$ cat config.mk
export PLATFORM = sky130hd
export DESIGN_NAME = router_out_arb
export DESIGN_NICKNAME = d
export VERILOG_FILES = /design/src/rtl/router_arb_pkg.sv /design/src/rtl/rr_pick.sv /design/src/rtl/router_out_arb.sv
export SDC_FILE = /design/constraint.sdc
export NUM_CORES = 1
export LEC_CHECK = 0
export CAP_MARGIN = 20
export CELL_PAD_IN_SITES_DETAIL_PLACEMENT = 0
export CELL_PAD_IN_SITES_GLOBAL_PLACEMENT = 1
export CORE_UTILIZATION = 38
export DETAILED_ROUTE_END_ITERATION = 7
export GPL_ROUTABILITY_DRIVEN = 0
export PLACE_DENSITY = 0.8
export SYNTH_ARGS = -nofsm -noshare
export SYNTH_HDL_FRONTEND = slang
export SYNTH_SLANG_ARGS = --single-unit
export TNS_END_PERCENT = 30
$ cat constraint.sdc
create_clock -name clk -period 12.3 [get_ports clk]
set_input_delay 1.845 -clock clk [delete_from_list [all_inputs] [get_ports clk]]
set_output_delay 1.845 -clock clk [all_outputs]
set_load 0.02 [all_outputs]
$ cat src/rtl/router_arb_pkg.sv
// Shared definitions for the router output-port arbiter: FSM encoding, port
// indices and head-flit field positions.
package router_arb_pkg;

    typedef enum logic [1:0] {
        IDLE = 2'd0,
        HEAD = 2'd1,
        BODY = 2'd2,
        TAIL = 2'd3
    } arb_state_t;

    localparam int P_N = 0;
    localparam int P_E = 1;
    localparam int P_S = 2;
    localparam int P_W = 3;
    localparam int P_L = 4;

    localparam int NPORT_DEF   = 5;
    localparam int FLIT_W      = 8;
    localparam int HEAD_BIT    = FLIT_W - 1;
    localparam int LEN_LSB     = 0;
    localparam int LEN_W       = 3;
    localparam int TIMEOUT_DEF = 16;

endpackage

$ cat src/rtl/rr_pick.sv
// Combinational round-robin picker: the first requester strictly after ptr_i
// (wrapping NPORT-1 -> 0) wins; ptr_i itself has the lowest priority.
module rr_pick #(
    parameter int NPORT = 5,
    parameter int PW    = 3
) (
    input  logic [NPORT-1:0] req_i,
    input  logic [PW-1:0]    ptr_i,
    output logic [NPORT-1:0] gnt_o,
    output logic [PW-1:0]    idx_o,
    output logic             valid_o
);

    logic [PW-1:0] cand;

    always_comb begin
        gnt_o   = '0;
        idx_o   = '0;
        valid_o = 1'b0;
        cand    = '0;
        for (int k = 1; k <= NPORT; k++) begin
            cand = PW'((int'(ptr_i) + k) % NPORT);
            if (!valid_o && req_i[cand]) begin
                valid_o     = 1'b1;
                idx_o       = cand;
                gnt_o[cand] = 1'b1;
            end
        end
    end

endmodule

$ cat src/rtl/router_out_arb.sv
// Output-link arbiter: round-robin between input FIFOs with wormhole locking.
// Optional stall abort for a locked packet is enabled by defining ARB_TIMEOUT_EN.
module router_out_arb #(
    parameter int NPORT   = router_arb_pkg::NPORT_DEF,
    parameter int FW      = router_arb_pkg::FLIT_W,
    parameter int LEN_W   = router_arb_pkg::LEN_W,
    parameter int TIMEOUT = router_arb_pkg::TIMEOUT_DEF
) (
    input  logic                       clk,
    input  logic                       rst,
    input  logic [NPORT-1:0]           req,
    input  logic [NPORT*FW-1:0]        fifo_do,
    output logic [NPORT-1:0]           rd,
    input  logic                       out_rdy,
    output logic                       out_vld,
    output logic [FW-1:0]              out_dat,
    output logic [NPORT-1:0]           gnt,
    output logic                       err,
    output router_arb_pkg::arb_state_t state_dbg
);

    import router_arb_pkg::*;

    localparam int PW = (NPORT > 1) ? $clog2(NPORT) : 1;

    arb_state_t       state_q, state_d;
    logic [PW-1:0]    ptr_q, ptr_d;
    logic [PW-1:0]    owner_q, owner_d;
    logic [NPORT-1:0] gnt_q, gnt_d;
    logic [LEN_W-1:0] rem_q, rem_d;
    logic             vld_q;
    logic             err_q, err_d;
    logic [NPORT-1:0] rd_d;

    logic [NPORT-1:0] pick_oh;
    logic [PW-1:0]    pick_idx;
    logic             pick_vld;

    logic [FW-1:0]    flit;
    logic [LEN_W-1:0] head_len;
    logic             own_ok;
    logic             to_hit;

    rr_pick #(
        .NPORT (NPORT),
        .PW    (PW)
    ) u_pick (
        .req_i   (req),
        .ptr_i   (ptr_q),
        .gnt_o   (pick_oh),
        .idx_o   (pick_idx),
        .valid_o (pick_vld)
    );

    // The FIFO output register supplies the flit one cycle after its read strobe.
    assign flit     = fifo_do[int'(owner_q)*FW +: FW];
    assign head_len = flit[FW-1] ? flit[LEN_LSB +: LEN_W] : '0;
    assign own_ok   = req[owner_q] && out_rdy;

`ifdef ARB_TIMEOUT_EN
    localparam int TW = $clog2(TIMEOUT + 1);

    logic [TW-1:0] to_q, to_d;

    assign to_hit = (state_q == BODY) && !req[owner_q] && (to_q == TW'(TIMEOUT - 1));

    always_comb begin
        to_d = to_q;
        if (state_q != BODY || |rd_d) begin
            to_d = '0;
        end else if (!req[owner_q]) begin
            to_d = to_q + 1'b1;
        end
    end

    always_ff @(posedge clk) begin
        if (!rst) begin
            to_q <= '0;
        end else begin
            to_q <= to_d;
        end
    end
`else
    assign to_hit = 1'b0;
`endif

    always_comb begin
        state_d = state_q;
        ptr_d   = ptr_q;
        owner_d = owner_q;
        gnt_d   = gnt_q;
        rem_d   = rem_q;
        rd_d    = '0;
        err_d   = 1'b0;
        case (state_q)
            IDLE: begin
                if (pick_vld && out_rdy) begin
                    rd_d    = pick_oh;
                    gnt_d   = pick_oh;
                    owner_d = pick_idx;
                    state_d = HEAD;
                end
            end
            HEAD: begin
                // The head is visible now, so the first body read can start
                // here and keep the packet back-to-back on the link.
                if (head_len == '0) begin
                    gnt_d   = '0;
                    ptr_d   = owner_q;
                    rem_d   = '0;
                    state_d = IDLE;
                end else if (own_ok) begin
                    rd_d[owner_q] = 1'b1;
                    rem_d         = head_len - 1'b1;
                    state_d       = (head_len == LEN_W'(1)) ? TAIL : BODY;
                end else begin
                    rem_d   = head_len;
                    state_d = BODY;
                end
            end
            BODY: begin
                if (to_hit) begin
                    err_d   = 1'b1;
                    gnt_d   = '0;
                    ptr_d   = owner_q;
                    rem_d   = '0;
                    state_d = IDLE;
                end else if (own_ok && rem_q != '0) begin
                    rd_d[owner_q] = 1'b1;
                    rem_d         = rem_q - 1'b1;
                    if (rem_q == LEN_W'(1)) begin
                        state_d = TAIL;
                    end
                end
            end
            TAIL: begin
                gnt_d   = '0;
                ptr_d   = owner_q;
                rem_d   = '0;
                state_d = IDLE;
            end
            default: begin
                state_d = IDLE;
            end
        endcase
    end

    always_ff @(posedge clk) begin
        if (!rst) begin
            state_q <= IDLE;
            ptr_q   <= PW'(NPORT - 1);
            owner_q <= '0;
            gnt_q   <= '0;
            rem_q   <= '0;
            vld_q   <= 1'b0;
            err_q   <= 1'b0;
        end else begin
            state_q <= state_d;
            ptr_q   <= ptr_d;
            owner_q <= owner_d;
            gnt_q   <= gnt_d;
            rem_q   <= rem_d;
            vld_q   <= |rd_d;
            err_q   <= err_d;
        end
    end

    // No FIFO is popped while reset is held, so nothing is lost at release.
    assign rd        = rst ? rd_d : '0;
    assign out_vld   = vld_q;
    assign out_dat   = vld_q ? flit : '0;
    assign gnt       = gnt_q;
    assign err       = err_q;
    assign state_dbg = state_q;

endmodule
==> results.py <==
metrics = {
    "status": {
        "status": "complete, no violations",
    },
    "floorplanning": {
        "core_area_mm2": 0.00872,
        "chipHeight_um": 97.0,
        "rows": 34,
        "io_pins": 70,
        "initial_core_util": 0.393,
        "dieArea_mm2": 0.00941,
        "die_w_um": 97.0,
    },
    "detailed_routing": {
        "first_iter_violations": 281,
        "viasPerCell": 5.94,
        "vias": 3562,
        "route.detailed.drc": 0,
        "wirelength_mm": 10.3,
        "ant_nets": 0,
        "wire_per_inst_um": 17.2,
        "drt_first_pass_iters": 5,
    },
    "synth": {
        "ys_top_cells_by_area": "ha_1 12%, dfxtp_1 9.9%, mux2i_1 4.4%",
        "synth_ff_type": "dfxtp_1",
        "synthXorXnorAreaFrac": 0.0339,
        "synth_edf_count": 0,
        "synth.area.mux_share": 0.106,
        "synth_area_mm2": 0.00343,
        "syn-num-nets": 524,
        "synth-async-reset-ratio": 0,
        "syn_area_per_cell_um2": 7.76,
        "synth.top_cell.area_share": 0.120,
        "yosys.area_share.simple": 0.267,
        "post-synth-top-count-cell": "ha_1",
        "yosysWarningCount": 0,
        "synth_common_cells": "33 x ha_1, 31 x nor2_1, 28 x inv_1, 28 x nand2_1, 17 x dfxtp_1",
        "synth_top_family_by_area": "compound AO/OA/AOI/OAI gates",
        "synth_compound_area_frac": 0.299,
        "ys_ff_latch": 17,
        "synth_seq_area_share": 0.0993,
        "yosys.cell_types.count": 84,
        "netlist_instances": 442,
        "yosysTopAreaCell": "ha_1",
        "synthAdderAreaFrac": 0.126,
    },
    "grt": {
        "overflow": 0,
        "grt_pass1_vias": 3483,
        "grt_usage": 0.222,
        "grt_max_degree": 42,
        "antenna_found_initial": 0,
        "grt_pass1_wl_mm": 17.4,
    },
    "timing": {
        "worst_slack_ns": 4.08,
        "fmax_ghz": 0.122,
        "max_slew_margin": 0.327,
        "skew_ns": 0.00180,
        "setup_viol": 0,
        "setup_tns_ns": 0,
        "tightest_slew_ns": 0.984,
        "hold_viol": 0,
        "maxSlewViolCount": 0,
        "fin_crit_sh": 0.668,
        "rsz0062_at_grt": "false",
        "period_minus_slack_ns": 8.22,
    },
    "cts": {
        "clock_latency_ns": 0.26,
        "cts_made_buffers": 3,
        "postCtsSetupRepairBufs": 0,
        "htreeDepth": 1,
        "cts_root_buffer": "clkbuf_8",
        "ctsResizeCount": 0,
        "holdBufCountCts": 0,
        "clockBufferDepth": 2,
        "cts_sinks": 17,
        "clkTransAtPathRegs_ns": 0.07,
        "cts_tree": "built",
    },
    "setup_path": {
        "worstSetupStartpointType": "flip-flop",
        "crit_type": "flip-flop to output port",
        "end_kind": "output port",
        "crit_required_ns": 10.45,
        "worstPathMaxFanout": 41,
        "critPathLaunch": "ptr_q[0]",
        "reg2reg_to": "owner_q[0]",
        "regToRegStartpoint": "ptr_q[0]",
        "r2r_slack_ns": 6.72,
        "r2r_cells": 19,
        "cp_data_arrival_time_ns": 6.37,
    },
    "placed_design": {
        "io_buffers": 68,
        "hpwl_mm": 8.05,
        "place_ws_ns": 4.44,
    },
    "final_layout": {
        "layout.nets": 575,
        "syn_to_final_growth_pct": 22.1,
        "drive_gt1_frac": 0.0915,
        "antenna_cells": 0,
    },
    "pwr": {
        "power.share.clock": 0.099,
        "power.switching_mw": 0.218,
        "switching_share": 0.487,
        "p_per_area_mw_per_mm2": 107,
        "power.internal_mw": 0.230,
        "power_frac_seq": 0.185,
        "pwr-share-comb": 0.716,
        "p_leak_nw": 1.62,
        "power_mw": 0.447,
        "ir_drop_mv": 0.0617,
    },
    "hold_path": {
        "whs_path_depth": 2,
        "hp-start": "gnt[4]",
        "holdPathEnd": "gnt[4]",
        "worstHoldPathType": "flip-flop to flip-flop",
    },
    "run": {
        "max_cap_viol_count": 0,
    },
}
layout by cell type (no fill, tap or decap), types with 12 or more instances in the layout:
| cell | instances |
|---|---|
| inv_1 | 28 |
| clkdlybuf4s50_1 | 68 |
| nand2_1 | 28 |
| nor3_1 | 15 |
| ha_1 | 33 |
| dfxtp_1 | 17 |
| nor2b_1 | 15 |
| a31oi_1 | 15 |
| nor2_1 | 31 |
| a21oi_1 | 16 |
| and2_1 | 12 |
| mux2i_1 | 15 |
| o21ai_0 | 15 |
power by group through the flow:
stage	Combinational (mW)	Sequential, mW	Clock [mW]
2_1_floorplan	0.239	0.0733	0
3_3_place_gp	0.313	0.0841	0
3_5_place_dp	0.314	0.0841	0
4_1_cts	0.316	0.0828	0.0446
5_1_grt	0.352	0.0848	0.0465
6_report	0.320	0.0828	0.0441
registers in the layout, summed over array words and instances, names as in the netlist, named ones only:
| register | cells |
|---|---|
| owner_q | 3 |
| gnt | 5 |
| state_dbg | 1 |
| ptr_q | 3 |
| out_vld | 1 |
| rem_q | 3 |
worst max-delay path: stages (launching register included):
cell	delay, ns
dfxtp_1	0.31
buf_4	0.37
inv_2	0.21
ha_1	0.73
inv_1	0.30
ha_1	0.30
nor2_1	0.13
a21oi_1	0.10
xnor2_1	0.47
ha_1	0.29
inv_1	0.05
o22ai_1	0.16
o21a_2	0.23
xnor2_1	0.17
or3_1	0.43
o31a_1	0.18
a311oi_2	0.41
nand2_1	0.17
a31oi_1	0.29
o21a_1	0.17
clkdlybuf4s50_1	0.60
metal layers:
metal / global-route usage / up-vias / share of wire
met1: 0.309 / 1680 / 0.49
li1: - / 1755 / -
met2: 0.352 / 107 / 0.44
met3: 0.0390 / 20 / 0.051
met4: 0.0597 / 0 / 0.021
met5: 0 / - / 0
cells by family after synthesis:
group / count (synthesis)
simple gates: 166
flops: 17
buf+inv: 54
compound gates: 133
xor+xnor: 9
other cells: 1
mux: 28
fa+ha+maj: 34
worst max-delay path by stage:
| stage | to | slack, ns | depth (start not counted) |
|---|---|---|---|
| 6_report | rd[1] | 4.08 | 20 |
| 5_1_grt | rd[1] | 3.69 | 20 |
| 4_1_cts | rd[1] | 4.16 | 17 |
| 3_5_place_dp | rd[1] | 4.44 | 17 |
| 3_3_place_gp | rd[1] | 4.41 | 17 |
| 2_1_floorplan | rd[4] | 5.72 | 20 |
per-stage QoR:
stage,hold WS (ns),instance area (um2),util,cells
final,0.476,4190,0.480,600
after global routing,0.509,4190,0.480,600
after CTS,0.476,4190,0.480,600
after detailed placement,0.459,4140,0.475,596
after global placement,0.499,4140,0.475,596
after floorplan,0.495,3430,-,442
layout make-up:
class	instances	area, um2
inverter	31	116
multi-input combinational	371	2860
clock inverter	1	5.00
tap	108	135
sequential	17	340
fill	890	4540
timing repair buffer	69	688
clock buffer	3	41.3
No activity file was read; power rests on OpenSTA's default activity.
